File: src/rtl/fir_pkg.sv
// Shared constants, types and index helper for the 64-tap sequential FIR engine.
package fir_pkg;

  localparam int TAPS = 64;
  localparam int DW   = 16;
  localparam int CW   = 16;
  localparam int AW   = 6;
  localparam int ACCW = DW + CW + AW;

  localparam logic [ACCW-1:0] RND = ACCW'(1 << 14);

  typedef logic signed [DW-1:0]   sample_t;
  typedef logic signed [CW-1:0]   coef_t;
  typedef logic signed [ACCW-1:0] acc_t;

  typedef enum logic [2:0] {
    IDLE,
    FETCH,
    MAC,
    OUT,
    HOLD
  } state_t;

  // Delay-line slot holding the sample k steps older than the one at wp.
  function automatic logic [AW-1:0] tap_index(input logic [AW-1:0] wp, input logic [AW-1:0] k);
    return wp - k;
  endfunction

endpackage

File: src/rtl/fir_mac_core_if.sv
// FIFO read side, coefficient write port and valid/ready result port of fir_mac_core.
interface fir_mac_core_if;
  import fir_pkg::*;

  logic          empty;
  logic [DW-1:0] out_read_data;
  logic          in_read_ctrl;

  logic          coef_we;
  logic [AW-1:0] coef_addr;
  logic [CW-1:0] coef_wdata;

  logic          busy;
  logic [DW-1:0] dout;
  logic          dout_valid;
  logic          dout_ready;

  modport slave (
    input  empty, out_read_data, coef_we, coef_addr, coef_wdata, dout_ready,
    output in_read_ctrl, busy, dout, dout_valid
  );

  modport master (
    output empty, out_read_data, coef_we, coef_addr, coef_wdata, dout_ready,
    input  in_read_ctrl, busy, dout, dout_valid
  );

endinterface

File: src/rtl/fir_mac.sv
// Signed MAC with clear plus Q15 round-half-up output stage; one tap per enabled cycle.
// FIR_SAT_EN defined: clamp to the 16-bit range; undefined: wrap to the low 16 bits.
module fir_mac
  import fir_pkg::*;
(
  input  logic    clk_r,
  input  logic    rstn,
  input  logic    clr,
  input  logic    en,
  input  coef_t   coef,
  input  sample_t sample,
  output sample_t result
);

  logic signed [DW+CW-1:0] prod;
  acc_t                    prod_ext;
  acc_t                    acc;
  acc_t                    rnd_sum;

  assign prod     = coef * sample;
  assign prod_ext = {{(ACCW-DW-CW){prod[DW+CW-1]}}, prod};

  always_ff @(posedge clk_r) begin
    if (!rstn) begin
      acc <= '0;
    end else if (clr) begin
      acc <= '0;
    end else if (en) begin
      acc <= acc + prod_ext;
    end
  end

  assign rnd_sum = acc + $signed(RND);

`ifdef FIR_SAT_EN
  acc_t                 q;
  logic [ACCW-DW:0]     q_hi;
  logic                 ovf;

  assign q    = rnd_sum >>> 15;
  assign q_hi = q[ACCW-1:DW-1];
  // In range only when every bit above the 16-bit sign position matches it.
  assign ovf  = !((&q_hi) || !(|q_hi));

  always_comb begin
    result = q[DW-1:0];
    if (ovf) begin
      result = q[ACCW-1] ? sample_t'(16'h8000) : sample_t'(16'h7FFF);
    end
  end
`else
  assign result = DW'(rnd_sum >>> 15);
`endif

endmodule

File: src/rtl/fir_mac_core.sv
// Sequential 64-tap FIR: pops one FIFO word, runs 64 MAC cycles, holds the result until dout_ready.
// Read strobe to dout_valid is 67 cycles; no FIFO read is issued while a result waits in HOLD.
module fir_mac_core
  import fir_pkg::*;
(
  input  logic           clk_r,
  input  logic           rstn,
  fir_mac_core_if.slave  bus
);

  state_t        state;
  state_t        state_nxt;
  logic [AW-1:0] wp;
  logic [AW-1:0] k;
  logic [DW-1:0] line [TAPS];
  logic [CW-1:0] coef [TAPS];

  logic          rd;
  logic          mac_clr;
  logic          mac_en;
  logic          last_tap;
  sample_t       mac_result;
  logic [DW-1:0] dout_r;
  logic          dout_vld_r;

  assign last_tap = (k == AW'(TAPS - 1));

  always_comb begin
    state_nxt = state;
    rd        = 1'b0;
    mac_clr   = 1'b0;
    mac_en    = 1'b0;
    case (state)
      IDLE: begin
        if (!bus.empty) begin
          rd        = 1'b1;
          state_nxt = FETCH;
        end
      end
      FETCH: begin
        mac_clr   = 1'b1;
        state_nxt = MAC;
      end
      MAC: begin
        mac_en = 1'b1;
        if (last_tap) begin
          state_nxt = OUT;
        end
      end
      OUT: begin
        state_nxt = HOLD;
      end
      HOLD: begin
        if (bus.dout_ready) begin
          state_nxt = IDLE;
        end
      end
      default: begin
        state_nxt = IDLE;
      end
    endcase
  end

  // Gated by rstn so a FIFO word is never popped while the engine is held in reset.
  assign bus.in_read_ctrl = rd & rstn;
  assign bus.busy         = (state != IDLE);
  assign bus.dout         = dout_r;
  assign bus.dout_valid   = dout_vld_r;

  always_ff @(posedge clk_r) begin
    if (!rstn) begin
      state      <= IDLE;
      wp         <= '0;
      k          <= '0;
      dout_r     <= '0;
      dout_vld_r <= 1'b0;
    end else begin
      state <= state_nxt;
      case (state)
        FETCH: begin
          k <= '0;
        end
        MAC: begin
          k <= k + 1'b1;
        end
        OUT: begin
          dout_r     <= mac_result;
          dout_vld_r <= 1'b1;
          wp         <= wp + 1'b1;
        end
        HOLD: begin
          if (bus.dout_ready) begin
            dout_vld_r <= 1'b0;
          end
        end
        default: begin
        end
      endcase
    end
  end

  always_ff @(posedge clk_r) begin
    if (!rstn) begin
      for (int i = 0; i < TAPS; i++) begin
        line[i] <= '0;
      end
    end else if (state == FETCH) begin
      line[wp] <= bus.out_read_data;
    end
  end

  // Writes outside IDLE are dropped so a running sample always sees one coefficient set.
  always_ff @(posedge clk_r) begin
    if (!rstn) begin
      for (int i = 0; i < TAPS; i++) begin
        coef[i] <= '0;
      end
    end else if (state == IDLE && bus.coef_we) begin
      coef[bus.coef_addr] <= bus.coef_wdata;
    end
  end

  fir_mac u_mac (
    .clk_r  (clk_r),
    .rstn   (rstn),
    .clr    (mac_clr),
    .en     (mac_en),
    .coef   (coef[k]),
    .sample (line[tap_index(wp, k)]),
    .result (mac_result)
  );

endmodule
File: src/flat_wrapper.sv
// flat-port wrapper written by rule: the top's interface ports become plain ports
module fir_mac_core_flat import fir_pkg::*;
  (clk_r, rstn, bus_empty, bus_out_read_data, bus_coef_we, bus_coef_addr, bus_coef_wdata, bus_dout_ready, bus_in_read_ctrl, bus_busy, bus_dout, bus_dout_valid);
  fir_mac_core_if bus_i ();
  input  logic clk_r;
  input  logic rstn;
  input wire logic [$bits(bus_i.empty)-1:0] bus_empty;
  input wire logic [$bits(bus_i.out_read_data)-1:0] bus_out_read_data;
  input wire logic [$bits(bus_i.coef_we)-1:0] bus_coef_we;
  input wire logic [$bits(bus_i.coef_addr)-1:0] bus_coef_addr;
  input wire logic [$bits(bus_i.coef_wdata)-1:0] bus_coef_wdata;
  input wire logic [$bits(bus_i.dout_ready)-1:0] bus_dout_ready;
  output wire logic [$bits(bus_i.in_read_ctrl)-1:0] bus_in_read_ctrl;
  output wire logic [$bits(bus_i.busy)-1:0] bus_busy;
  output wire logic [$bits(bus_i.dout)-1:0] bus_dout;
  output wire logic [$bits(bus_i.dout_valid)-1:0] bus_dout_valid;
  assign bus_i.empty = bus_empty;
  assign bus_i.out_read_data = bus_out_read_data;
  assign bus_i.coef_we = bus_coef_we;
  assign bus_i.coef_addr = bus_coef_addr;
  assign bus_i.coef_wdata = bus_coef_wdata;
  assign bus_i.dout_ready = bus_dout_ready;
  assign bus_in_read_ctrl = bus_i.in_read_ctrl;
  assign bus_busy = bus_i.busy;
  assign bus_dout = bus_i.dout;
  assign bus_dout_valid = bus_i.dout_valid;
  fir_mac_core u_core (.clk_r(clk_r), .rstn(rstn), .bus(bus_i));
endmodule
File: config.mk
export PLATFORM = sky130hd
export DESIGN_NAME = fir_mac_core_flat
export DESIGN_NICKNAME = d
export VERILOG_FILES = /design/src/rtl/fir_pkg.sv /design/src/rtl/fir_mac_core_if.sv /design/src/rtl/fir_mac.sv /design/src/rtl/fir_mac_core.sv /design/src/flat_wrapper.sv
export SDC_FILE = /design/constraint.sdc
export NUM_CORES = 2
export LEC_CHECK = 0
export ABC_AREA = 0
export CORE_MARGIN = 4
export CORE_UTILIZATION = 55
export DETAILED_ROUTE_END_ITERATION = 8
export GPL_ROUTABILITY_DRIVEN = 0
export PLACE_DENSITY = 0.71
export SLEW_MARGIN = 20
export SYNTH_ARGS = -nofsm -noshare
export SYNTH_HDL_FRONTEND = slang
export SYNTH_SLANG_ARGS = --single-unit
File: constraint.sdc
create_clock -name clk_r -period 12.9 [get_ports clk_r]
set_input_delay 2.58 -clock clk_r [delete_from_list [all_inputs] [get_ports clk_r]]
set_output_delay 2.58 -clock clk_r [all_outputs]
set_load 0.01 [all_outputs]
==> Word-level counts from Yosys, hierarchy flattened <==
Memories as Yosys holds them, arrays and structs flattened. A register that Yosys moved wholly into a read port is not among the register bits.
Index checks and enable logic that the tools add are counted.
{ "classes": {"n_addsub": 5, "multipliers": 1, "n_eq_ne": 8, "muxes": 25, "n_bitwise": 2, "n_reduce_logical": 10} }
{ "ops": {"columns": ["cell", "n"], "rows": [
  ["38-bit by 32-bit adder with 38-bit output", 1],
  ["16-bit by 16-bit multiplier with 32-bit output", 1],
  ["16-bit two-way mux", 2],
  ["16-bit OR reduction", 2],
  ["31-bit by 16-bit adder with 31-bit output (second input constant)", 1],
  ["6-bit two-way mux", 4],
  ["3-bit one-hot mux with 5 select lines", 1],
  ["1-bit two-way mux", 13],
  ["6-bit by 1-bit adder with 6-bit output (second input constant)", 2],
  ["6-bit one-hot mux with 2 select lines", 1],
  ["3-bit two-way mux", 3],
  ["3-bit by 2-bit == test with 1-bit output (second input constant)", 2],
  ["6-bit == test (second input constant)", 1],
  ["6-bit subtractor", 1],
  ["2-bit != test (second input constant)", 2],
  ["2-bit nonzero test", 2],
  ["3-bit by 1-bit == test with 1-bit output (second input constant)", 1],
  ["3-bit == test (second input constant)", 1],
  ["3-bit logical NOT", 1],
  ["3-bit AND reduction", 1],
  ["3-bit nonzero test", 1],
  ["2-bit by 1-bit != test with 1-bit output (second input constant)", 1],
  ["1-bit one-hot mux with 2 select lines", 1],
  ["2-bit AND reduction", 1],
  ["4 further kinds", 4]
]} }
{ "word_totals": {"reg_bits": 70, "ramBits": 2048, "in_bits": 43, "output_inout_bits": 19, "wordCells": 59, "n_memories": 2} }
{ "mem_list": {"columns": ["name", "words", "word_bits", "read_ports", "rd_clocked_by_memory_dff", "write_ports", "line_no", "text"], "rows": [
  ["u_core.coef", 64, 16, 1, 1, 64, "fir_mac_core.sv:16", "logic [CW-1:0] coef [TAPS];"],
  ["u_core.line", 64, 16, 1, 0, 64, "fir_mac_core.sv:15", "logic [DW-1:0] line [TAPS];"]
]} }

==> Depth between registers and ports, before layout <==
{ "logic_depth": {"depth_word": 7, "mapped_depth": 40, "depth_no_buf": 36} }

==> Cells and area by module <==
A second synthesis with hierarchy kept.
{ "unflattened": {"cells_unflattened": 7451, "area_unflattened_um2": 107833.4} }
{ "by_module_without_submodules": {"columns": ["mod", "instances", "cells_per_inst", "area_each_um2", "seq_area_each_um2"], "rows": [
  ["fir_mac_core", 1, 6100, 95679.3, 62259.7],
  ["fir_mac", 1, 1351, 12154.2, 620.6]
]} }

==> Least setup slack after synthesis <==
Ideal clock, no wire load.
{ "synth_timing": {"kind": "reg-to-reg", "startpoint": "reg u_core.wp[0]", "endpoint": "reg u_core.u_mac.acc[30]", "setup_ns": 0.079, "arrival_time_ns": 9.181, "required_time_ns": 12.821, "path_slack_ns": 3.640, "path_stages_with_launch": 36, "path_buffers": 5, "synth_period_minus_slack_ns": 9.260, "path_cell_list": "dfxtp_1 -> inv_1 -> ha_1 -> fa_1 -> buf_2 -> buf_6 -> buf_2 -> buf_2 -> clkbuf_1 -> mux4_2 -> mux4_2 -> mux2i_1 -> nor2_1 -> a21oi_1 -> nand2b_1 -> inv_1 -> fa_1 -> fa_1 -> inv_1 -> fa_1 -> inv_1 -> fa_1 -> fa_1 -> inv_1 -> fa_1 -> inv_1 -> ha_1 -> a21o_1 -> a21oi_1 -> o21ai_0 -> a221o_1 -> a211oi_1 -> o21bai_1 -> xnor2_1 -> xnor2_1 -> a211oi_2"} }
{ "synth_via": {"elab_chain_cells": 4} }
{ "synth_lines": {"columns": ["element", "line_no", "text"], "rows": [
  ["start, declared", "fir_mac_core.sv:13", "logic [AW-1:0] wp;"],
  ["start signal, assigned", "fir_mac_core.sv:89", "wp <= wp + 1'b1;"],
  ["6-bit subtractor", "fir_pkg.sv:26", "return wp - k;"],
  ["memory 64 x 16 bit", null, null],
  ["16-bit by 16-bit multiplier with 32-bit output", "fir_mac.sv:20", "assign prod = coef * sample;"],
  ["38-bit by 32-bit adder with 38-bit output", "fir_mac.sv:29", "acc <= acc + prod_ext;"],
  ["end signal, assigned", "fir_mac.sv:29", null],
  ["end, declared", "fir_mac.sv:17", "acc_t acc;"]
]} }
Every way passes these cells.
A chain may end at the register's enable or synchronous reset.

==> Worst setup path in the final report <==
{ "layout_timing": {"startpoint": "reg u_core.wp[0]", "endpoint": "reg u_core.u_mac.acc[29]"} }
The elaborated chain is that of the path after synthesis.

==> flow_summary.ini <==
[routing]
vias = 59207
drt-total-wl_um = 271000
drt-wirelength-per-cell_um = 27.6
drc = 0
postRouteAntennaNets = 0
drtIter0Drc = 7164
viasPerCell = 6.03
drt-pass1-iter-count = 5

[clock_network]
clock-sinks = 2117
post_cts_resize_count = 0
clk_latency_ps = 860
postCtsSetupBuffers = 0
cts_tree = built
path_clk_slew_ps = 60
htreeDepth = 4
cts-root-buf = clkbuf_16
cts_inserted_buffers = 212
clockBufferDepth = 3
holdBufCountCts = 0

[timing]
hold_violations = 0
relSlewSlack_pct = 21.0
whs_ps = 460
min_period_ps = 10720
rsz0062_at_grt = false
fin_skew_ps = 41.7
fmax_ghz = 0.0933
post-route-period-util_pct = 83.1
setup_viol = 0
slew_violations = 0
fin_setup_tns_ps = 0
fin_ws_ps = 2180
tightest_slew_ps = 1180

[yosys]
yosysTopAreaCellShare_pct = 57.5
yosysWarnings = 0
synth-seq-cells = 2117
yosys-top-cells-area = edfxtp_1 57%, mux4_2 14%, and2_1 12%
synthesis.nets = 7637
synth_flop_cell = edfxtp_1
async_reset_ff_share_pct = 0
yosysMostFrequentCell = and2_1
ys_seq_area_share_pct = 58.8
yosysTopAreaCell = edfxtp_1
netlist_instances = 7205
synth_edf_count = 2048
yosysUniqueCellTypes = 55
syn-cell-area_mm2 = 0.107
syn-mean-instance-area_um2 = 14.8
synth_commonest_cells = 2067 x and2_1, 2048 x edfxtp_1, 643 x mux4_2

[grt]
grt_util_met1_pct = 37.1
grt_use_met3_pct = 3.76
grt_use_met2_pct = 45.2
grt_pass1_wl_um = 406000
grt_max_degree = 97
antenna_found_initial = 7
globalRoute.totalOverflow = 0
track_usage_pct = 27.1
grt_pass1_vias = 61348
grt.busiest_layer = met2

[die]
ios = 62
rows = 161
die_y_um = 449
initial_core_util_pct = 55.4
core_mm2 = 0.193
dieArea_mm2 = 0.202
die_x_um = 449

[placed_design]
dp_hpwl_um = 168000
place_area_mm2 = 0.110
io_buffers = 61
post-place-ws_ps = 2300

[final_layout]
drive_gt1_share_pct = 18.2
num-fill-cells = 14350
finalInstanceArea_mm2 = 0.117
finalNetCount = 7554
synthToLayoutAreaGrowth_pct = 9.28
final_util_pct = 60.6

[worst_setup_path]
crit_required_ps = 13580
r2r_cells = 31
worstSetupPathType = flop to flop
cp_num_buf_inv = 6
worstSetupEndpointType = flop
worstPathArrival_ps = 11400
crit_path_max_incr_delay_ps = 1260
cpLargestDelayFamily = adder cells
crit_cells = 31
worstPathMaxFanout = 61
cp-start-kind = flop
slowest_stage = fa_4

[run_status]
status = finished clean

[power_and_ir_drop]
power.leakage_nw = 43.1
power_density_mw_per_mm2 = 182
peakVddDrop_v = 0.000454

[flow_run]
maxCapViolations = 0

[hold_path]
hold_depth = 2
hold_class = flop to flop
## flip-flops by register name, summed over array words and instances, names as in the netlist, named ones only
signal and flops:
u_core.k 6, u_core.line 1024, u_core.bus.dout_valid 1, u_core.coef 1024, u_core.state 3, u_core.u_mac.acc 31
u_core.wp 6, u_core.bus.dout 16
## metrics by stage
| step | cells | total power [W] |
|---|---|---|
| global placement | 9434 | 0.0154 |
| finish | 9820 | 0.0213 |
| global route | 9817 | 0.0227 |
| CTS | 9817 | 0.0214 |
| floorplan | 7205 | 0.0138 |
| detailed placement | 9434 | 0.0155 |
## where the power goes
group / switching (W) / total [W] / internal, W
clock: 0.00268 / 0.00591 / 0.00323
sequential: 0.0000979 / 0.00790 / 0.00780
combinational: 0.00423 / 0.00750 / 0.00327
## logic make-up after synthesis
kind of cell | count (synthesis) | share of synthesized area [%]
AND/OR/NAND/NOR | 2688 | 14.7
flip-flops | 2117 | 58.8
buffers and inverters | 947 | 3.58
multiplexers | 704 | 14.2
AO/OA/AOI/OAI | 294 | 1.63
XOR/XNOR | 66 | 0.561
adder cells (fa/ha/maj) | 389 | 6.56
## worst min-delay path: cells and delay by family (launching register included)
| kind | cells | cell delay [ps] |
|---|---|---|
| flip-flops | 1 | 310 |
| AND/OR/NAND/NOR | 1 | 50 |
| AO/OA/AOI/OAI | 1 | 50 |
## path summary, 6_finish.rpt
kind                        from              endpoint  slack, ps
max                 u_core.wp[0]  u_core.u_mac.acc[29]       2180
min          u_core.u_mac.acc[0]   u_core.u_mac.acc[0]        460
max reg2reg         u_core.wp[0]  u_core.u_mac.acc[29]       2180
min reg2reg  u_core.u_mac.acc[0]   u_core.u_mac.acc[0]        460
## cell usage in the layout, fill, tap and decap left out, types with 10 or more instances in the layout
master and n:
nor2_2 42, fa_1 285, buf_4 246, and2_1 2067
mux4_2 643, nor2b_1 51, buf_2 28, mux2_2 27
nand3_1 20, xor2_1 22, nor3_1 11, edfxtp_1 2048
and3_1 13, inv_1 333, nand2b_1 75, clkbuf_16 212
o211a_1 15, nand2_1 156, o21a_1 10, clkinv_1 46
a21oi_1 45, or2_2 14, buf_12 14, bufinv_16 10
dfxtp_1 65, o21ai_0 19, clkdlybuf4s50_1 28, xnor2_1 40
clkinv_2 37, o21ai_1 143, ha_1 102, clkbuf_1 49
a21o_1 14, mux2i_1 32, nor2_1 216
## metal layers
metal  vias up  part of all wire (%)
li1      25406                     -
met1     30789                    38
met2      2584                    50
met3       426                   7.8
met4         2                   3.6
met5         -                0.0026
## final cells by class
cell class	count	area [um^2]	share of cell area [%]
antenna	3	7.51	0.00642
clock buffer	261	5490	4.69
clock inverter	122	1080	0.923
inverter	333	1250	1.07
multi-input combinational	4141	40500	34.6
sequential	2117	62900	53.8
tap	2526	3160	2.70
timing repair buffer	317	2560	2.19
Note: power is estimated with default switching activity, not from simulation.
